## config.mk

```make
export PLATFORM = sky130hd
export DESIGN_NAME = settle_timer
export DESIGN_NICKNAME = d
export VERILOG_FILES = /design/src/rtl/gate_truth_table_checker_settle_timer.sv
export SDC_FILE = /design/constraint.sdc
export NUM_CORES = 1
export LEC_CHECK = 0
export ABC_CLOCK_PERIOD_IN_PS = 2150
export CORE_AREA = 2 2 39 41
export CTS_CLUSTER_SIZE = 20
export DETAILED_ROUTE_END_ITERATION = 10
export DIE_AREA = 0 0 41 43
export GPL_TIMING_DRIVEN = 1
export PLACE_DENSITY = 0.66
export SLEW_MARGIN = 20
export SYNTH_ARGS = -nofsm -noshare
export SYNTH_HDL_FRONTEND = slang
export SYNTH_SLANG_ARGS = --single-unit
```

## constraint.sdc

```tcl
create_clock -name clk -period 2.15 [get_ports clk]
set_input_delay 0.215 -clock clk [delete_from_list [all_inputs] [get_ports clk]]
set_output_delay 0.215 -clock clk [all_outputs]
set_load 0.02 [all_outputs]
```

## src/rtl/gate_truth_table_checker_settle_timer.sv

```systemverilog
// Settle-time counter: clears on request, counts while enabled and flags
// when the count has reached the programmed last value.
module settle_timer #(
    parameter int unsigned CNT_W = 8
) (
    input  logic             clk,
    input  logic             rst,
    input  logic             clr_i,
    input  logic             en_i,
    input  logic [CNT_W-1:0] last_i,
    output logic             tc_o
);

    logic [CNT_W-1:0] count_q;
    logic [CNT_W-1:0] count_d;

    always_comb begin
        // NOTE: the default assignment first keeps every path assigned, so no latch is inferred.
        count_d = count_q;
        if (clr_i) begin
            count_d = '0;
        end else if (en_i) begin
            count_d = count_q + 1'b1;
        end
    end

    always_ff @(posedge clk or posedge rst) begin
        // NOTE: sequential state uses non-blocking assignments so all flops update together.
        if (rst) begin
            count_q <= '0;
        end else begin
            count_q <= count_d;
        end
    end

    assign tc_o = (count_q == last_i);

endmodule

```

==> impl_metrics.env, run 1 <==
export IMPL_setup_viol=0
export IMPL_drive_gt1_share_pct=7.94
export IMPL_yosys_area_top_type="dfrtp_1"
export IMPL_layout_nets=78
export IMPL_dp_hpwl_microns=680
export IMPL_areaGrowthSynthToFinish_pct=31.9
export IMPL_grt_overflow_total=0
export IMPL_synthesis_nets=63
export IMPL_vias=387
export IMPL_totalWireLength_microns=898
export IMPL_largest_reg_flops=8
export IMPL_grt_pass1_vias=389
export IMPL_fin_area_sq_um=631
export IMPL_path_clk_slew_ps=50
export IMPL_worstPathArrival_ps=1740
export IMPL_coreArea_sq_um=1380
export IMPL_fin_setup_tns_ps=0
export IMPL_fin_crit_sh_pct=90.9
export IMPL_rows=14
export IMPL_p_leak_nw=0.240
export IMPL_start_util_pct=34.5
export IMPL_grt_pass1_wl_microns=1610
export IMPL_first_pass_iters=2
export IMPL_vdd_drop_max_mv=0.232
export IMPL_startpoint_type="register"
export IMPL_yosysSeqAreaShare_pct=41.9
export IMPL_drv_cap=0
export IMPL_finClkSkew_ps=1.26
export IMPL_io_buffer_count=12
export IMPL_antenna_found_initial=0
export IMPL_synthCells=50
export IMPL_maxSlewViolCount=0
export IMPL_antenna_left=0
export IMPL_n_antenna_cell=0
export IMPL_final_hold_violation_count=0
export IMPL_worstPathRequired_ps=1930
export IMPL_cts_htree_levels=1
export IMPL_fillers=143
export IMPL_post_cts_buffers=0
export IMPL_gp_congestion=0.746
export IMPL_rsz0062_at_grt="no"
export IMPL_wl_per_cell_microns=11.4
export IMPL_die_area_sq_um=1760
export IMPL_cp_max_fo=6
export IMPL_reg_largest_list="count_q: 8 flops"
export IMPL_insertion_delay_ps=250
export IMPL_synth_top_area_share_pct=41.9
export IMPL_ys_ff_latch=8
export IMPL_cts_hold_buffers=0
export IMPL_fmax_ghz=0.512
export IMPL_ys_warn_count=0
export IMPL_io_pins=13
export IMPL_critPathKind="register to output port"
export IMPL_grt_max_degree=9
export IMPL_crit_path_end_kind="output port"
export IMPL_fp_dieH_microns=43
export IMPL_tritoncts="built"
export IMPL_cts_max_path_buffers=2
export IMPL_cts_resized=0
export IMPL_viasPerCell=4.90
export IMPL_hold_path_class="input pin to asynchronous set/reset pin"
export IMPL_die_w_microns=41
export IMPL_numClockSinks=8
export IMPL_route_detailed_drc=0
export IMPL_synth_area_sq_um=478
export IMPL_synth_cell_types=17
export IMPL_tritoncts_num_buffers=3
export IMPL_cts_root_buf="clkbuf_4"
export IMPL_period_needed_ps=1950
export IMPL_worst_slew_pin_slew_ps=318
export IMPL_p_per_area_nw_per_um2=515
export IMPL_avgSynthCellArea_sq_um=9.56
export IMPL_most_common_layout_cells="12 x clkdlybuf4s50_1, 9 x xnor2_1, 8 x dfrtp_1"
export IMPL_max_slew_margin_rel_pct=78.8
export IMPL_final_common_cell="clkdlybuf4s50_1"
export IMPL_regMostFlops="count_q"
export IMPL_drtIter0Drc=1
export IMPL_grt_use_total_pct=13.8
export IMPL_yosys_top_cells_area="dfrtp_1 42%, xnor2_1 16%, xor2_1 5.5%"
export IMPL_outcome="finished, final reports clean"
export IMPL_place_area_sq_um=608
[report_power, final]
group,internal [mW],switching [mW]
sequential,0.155,0.00628
combinational,0.0320,0.0186
clock,0.0638,0.0497
[per-stage QoR]
stage / total power [mW] / util [%] / cells / setup WS, ps / hold WS, ps
2_1_floorplan: 0.189 / - / 50 / 907 / 30.7
3_3_place_gp: 0.214 / 43.9 / 76 / 294 / 482
3_5_place_dp: 0.215 / 43.9 / 76 / 265 / 490
4_1_cts: 0.334 / 45.6 / 79 / 153 / 210
5_1_grt: 0.348 / 45.6 / 79 / 98.4 / 244
6_report: 0.325 / 45.6 / 79 / 195 / 210
[layout make-up]
type / count / area (sq um) / area share, %
Inverter: 1 / 3.75 / 0.595
Multi-Input combinational cell: 38 / 256 / 40.7
Timing Repair Buffer: 13 / 128 / 20.2
Sequential cell: 8 / 200 / 31.7
Clock buffer: 3 / 22.5 / 3.57
Tap cell: 16 / 20.0 / 3.17
[worst paths after layout]
check,startpoint,end,slack (ps),depth (start not counted)
setup reg to reg,count_q[0]$_DFFE_PP0P_,count_q[6]$_DFFE_PP0P_,860,4
max in group asynchronous,rst,count_q[7]$_DFFE_PP0P_,1700,2
hold / removal,rst,count_q[0]$_DFFE_PP0P_,210,2
setup / recovery,count_q[3]$_DFFE_PP0P_,tc_o,200,4
min in group clk,count_q[7]$_DFFE_PP0P_,count_q[7]$_DFFE_PP0P_,570,2
hold reg to reg,count_q[7]$_DFFE_PP0P_,count_q[7]$_DFFE_PP0P_,570,2
[cell families (layout without fill, tap and decap cells)]
group | after synthesis | in the layout | share of synthesized area (%)
AO/OA/AOI/OAI | 7 | 7 | 9.42
adder cells (fa/ha/maj) | 1 | 1 | 2.62
flip-flops | 8 | 8 | 41.9
multiplexers | 1 | 1 | 2.09
buffers and inverters | 4 | 17 | 4.45
AND/OR/NAND/NOR | 17 | 17 | 17.5
XOR/XNOR | 12 | 12 | 22.0
[layer usage]
metal	up-vias	wire length [microns]	track usage, %	part of all wire [%]
met2	9	432	19.4	48
met3	0	39	4.71	4.3
li1	201	-	-	-
met5	-	0	0	0
met1	177	426	16.6	47
met4	0	0	10.0	0
[worst max-delay path, stage by stage (launching register included)]
cell	delay [ps]
dfrtp_1	450
xnor2_1	200
nand4_1	120
nor2_1	120
clkdlybuf4s50_1	600
[synth_stat cells (all sizes together)]
| cell | n |
|---|---|
| ha | 1 |
| o2111ai | 1 |
| buf | 2 |
| o21ai | 3 |
| dfrtp | 8 |
| clkbuf | 1 |
| xnor2 | 9 |
| xor2 | 3 |
| a21oi | 3 |
| nand4 | 4 |
| or3 | 3 |
| nand3 | 2 |
| nor2 | 6 |
| nand2 | 2 |
| mux2i | 1 |
| inv | 1 |
Note: power is estimated with default switching activity, not from simulation.
==> inputs of run 2 (changes only) <==
Settings changed: ABC_CLOCK_PERIOD_IN_PS 2150 to 1800, CTS_CLUSTER_SIZE 20 to default.
Clock period 2.15 ns to 1.8 ns, I/O delays scaled along.
==> impl_metrics.env, run 2 (synthesis gave the netlist of run 1 again) <==
export IMPL_worstPathArrival_ps=1390
export IMPL_grt_max_degree=9
export IMPL_hold_path_class="input pin to asynchronous set/reset pin"
export IMPL_route_detailed_drc=0
export IMPL_coreArea_sq_um=1380
export IMPL_first_pass_iters=4
export IMPL_period_needed_ps=1570
export IMPL_reg_largest_list="count_q: 8 flops"
export IMPL_die_area_sq_um=1760
export IMPL_totalWireLength_microns=983
export IMPL_r2r_start="count_q[0]$_DFFE_PP0P_"
export IMPL_vias=406
export IMPL_r2r_setup_slack_ps=490
export IMPL_startpoint_type="register"
export IMPL_worst_slew_pin_slew_ps=334
export IMPL_final_cells=82
export IMPL_fin_crit_sh_pct=87.0
export IMPL_worstPathRequired_ps=1620
export IMPL_setup_ws_ps=235
export IMPL_outcome="finished, final reports clean"
export IMPL_tritoncts_num_buffers=3
export IMPL_timing_rr_end="count_q[6]$_DFFE_PP0P_"
export IMPL_io_buffer_count=12
export IMPL_critical_path_max_stage_delay_ps=440
export IMPL_final_hold_violation_count=0
export IMPL_grt_overflow_total=0
export IMPL_fillers=148
export IMPL_insertion_delay_ps=250
export IMPL_path_clk_slew_ps=60
export IMPL_layout_nets=81
export IMPL_cts_hold_buffers=0
export IMPL_crit_chain="xnor2_1 -> nand4_1 -> nor2_1 -> dlygate4sd2_1"
export IMPL_areaGrowthSynthToFinish_pct=36.4
export IMPL_wl_per_cell_microns=12.0
export IMPL_slowest_stage="dfrtp_1"
export IMPL_antenna_left=0
export IMPL_critPathKind="register to output port"
export IMPL_finClkSkew_ps=3.09
export IMPL_fmax_ghz=0.639
export IMPL_fp_dieH_microns=43
export IMPL_final_common_cell="clkdlybuf4s50_1"
export IMPL_p_per_area_nw_per_um2=601
export IMPL_vdd_drop_max_mv=0.239
export IMPL_maxSlewViolCount=0
export IMPL_post_cts_buffers=0
export IMPL_largest_reg_flops=8
export IMPL_cts_resized=1
export IMPL_p_leak_nw=0.261
export IMPL_pre_cts_ws_ps=18.8
export IMPL_most_common_layout_cells="11 x clkdlybuf4s50_1, 9 x xnor2_1, 8 x dfrtp_1"
export IMPL_fin_setup_tns_ps=0
export IMPL_tritoncts="built"
export IMPL_p_total_mw=0.392
export IMPL_grt_pass1_wl_microns=1750
export IMPL_cts_max_path_buffers=2
export IMPL_io_pins=13
export IMPL_die_w_microns=41
export IMPL_cp_max_fo=4
export IMPL_cts_htree_levels=1
export IMPL_grt_use_total_pct=15.2
export IMPL_place_area_sq_um=631
export IMPL_setup_viol=0
export IMPL_antenna_found_initial=0
export IMPL_drive_gt1_share_pct=12.1
export IMPL_drv_cap=0
export IMPL_regMostFlops="count_q"
export IMPL_drtIter0Drc=2
export IMPL_gp_congestion=0.705
export IMPL_fin_area_sq_um=652
export IMPL_cts_root_buf="clkbuf_4"
export IMPL_crit_path_end_kind="output port"
export IMPL_worstRegToRegCells=4
export IMPL_start_util_pct=34.5
export IMPL_placed_cells=79
export IMPL_max_slew_margin_rel_pct=77.7
export IMPL_grt_pass1_vias=420
export IMPL_rows=14
export IMPL_n_antenna_cell=0
export IMPL_rsz0062_at_grt="no"
export IMPL_viasPerCell=4.95
export IMPL_numClockSinks=8
[run 2: report_power, final]
group | total [mW] | switching (mW) | internal, mW
sequential | 0.192 | 0.00757 | 0.185
combinational | 0.0634 | 0.0232 | 0.0401
clock | 0.136 | 0.0600 | 0.0762
total | 0.392 | 0.0908 | 0.301
[run 2: per-layer routing]
layer / track usage (%) / up-vias / wire length, microns
met5: 0 / - / 0
met4: 10.0 / 0 / 8
met3: 4.71 / 2 / 62
met2: 23.1 / 12 / 501
met1: 17.2 / 187 / 409
li1: - / 205 / -
[run 2: how the worst max path moves through the flow]
stage / from / to / slack (ps)
after CTS: count_q[0]$_DFFE_PP0P_ / tc_o / 210
after detailed placement: last_i[5] / tc_o / 20
after global placement: last_i[7] / tc_o / 10
after floorplan: count_q[3]$_DFFE_PP0P_ / tc_o / 590
after global routing: count_q[4]$_DFFE_PP0P_ / tc_o / 110
final: count_q[0]$_DFFE_PP0P_ / tc_o / 230
[run 2: cell type report]
cell class	instances	area (sq um)	area share (%)
repair buffers	16	149	22.8
clock buffers	3	22.5	3.45
inverters	1	3.75	0.576
flip-flops and latches	8	200	30.7
well taps	16	20.0	3.07
multi-input cells	38	256	39.3
[run 2: per-stage QoR]
stage / hold slack, ps / utilization (%)
5_1_grt: 226 / 47.1
2_1_floorplan: -4.34 / -
6_report: 188 / 47.1
3_3_place_gp: 451 / 45.6
3_5_place_dp: 471 / 45.6
4_1_cts: 198 / 47.1
[run 2: worst max-delay path, delay by kind of cell, from the launching register on]
kind                      cells  cell delay, ps
buffers and inverters         1             330
DFF                           1             440
xor gates and xnor gates      1             180
and+or+nand+nor               2             190
==> inputs of run 3 (changes only) <==
Settings changed: MAX_ROUTING_LAYER from default to met4.
==> results of run 3 <==
No change in the layout: final DEF, timing and power equal those of run 2.
Main changes from that run: final weighted congestion in routability-driven placement 0.705 -> 0.713; overall routing resource usage 15.2% -> 15.6%
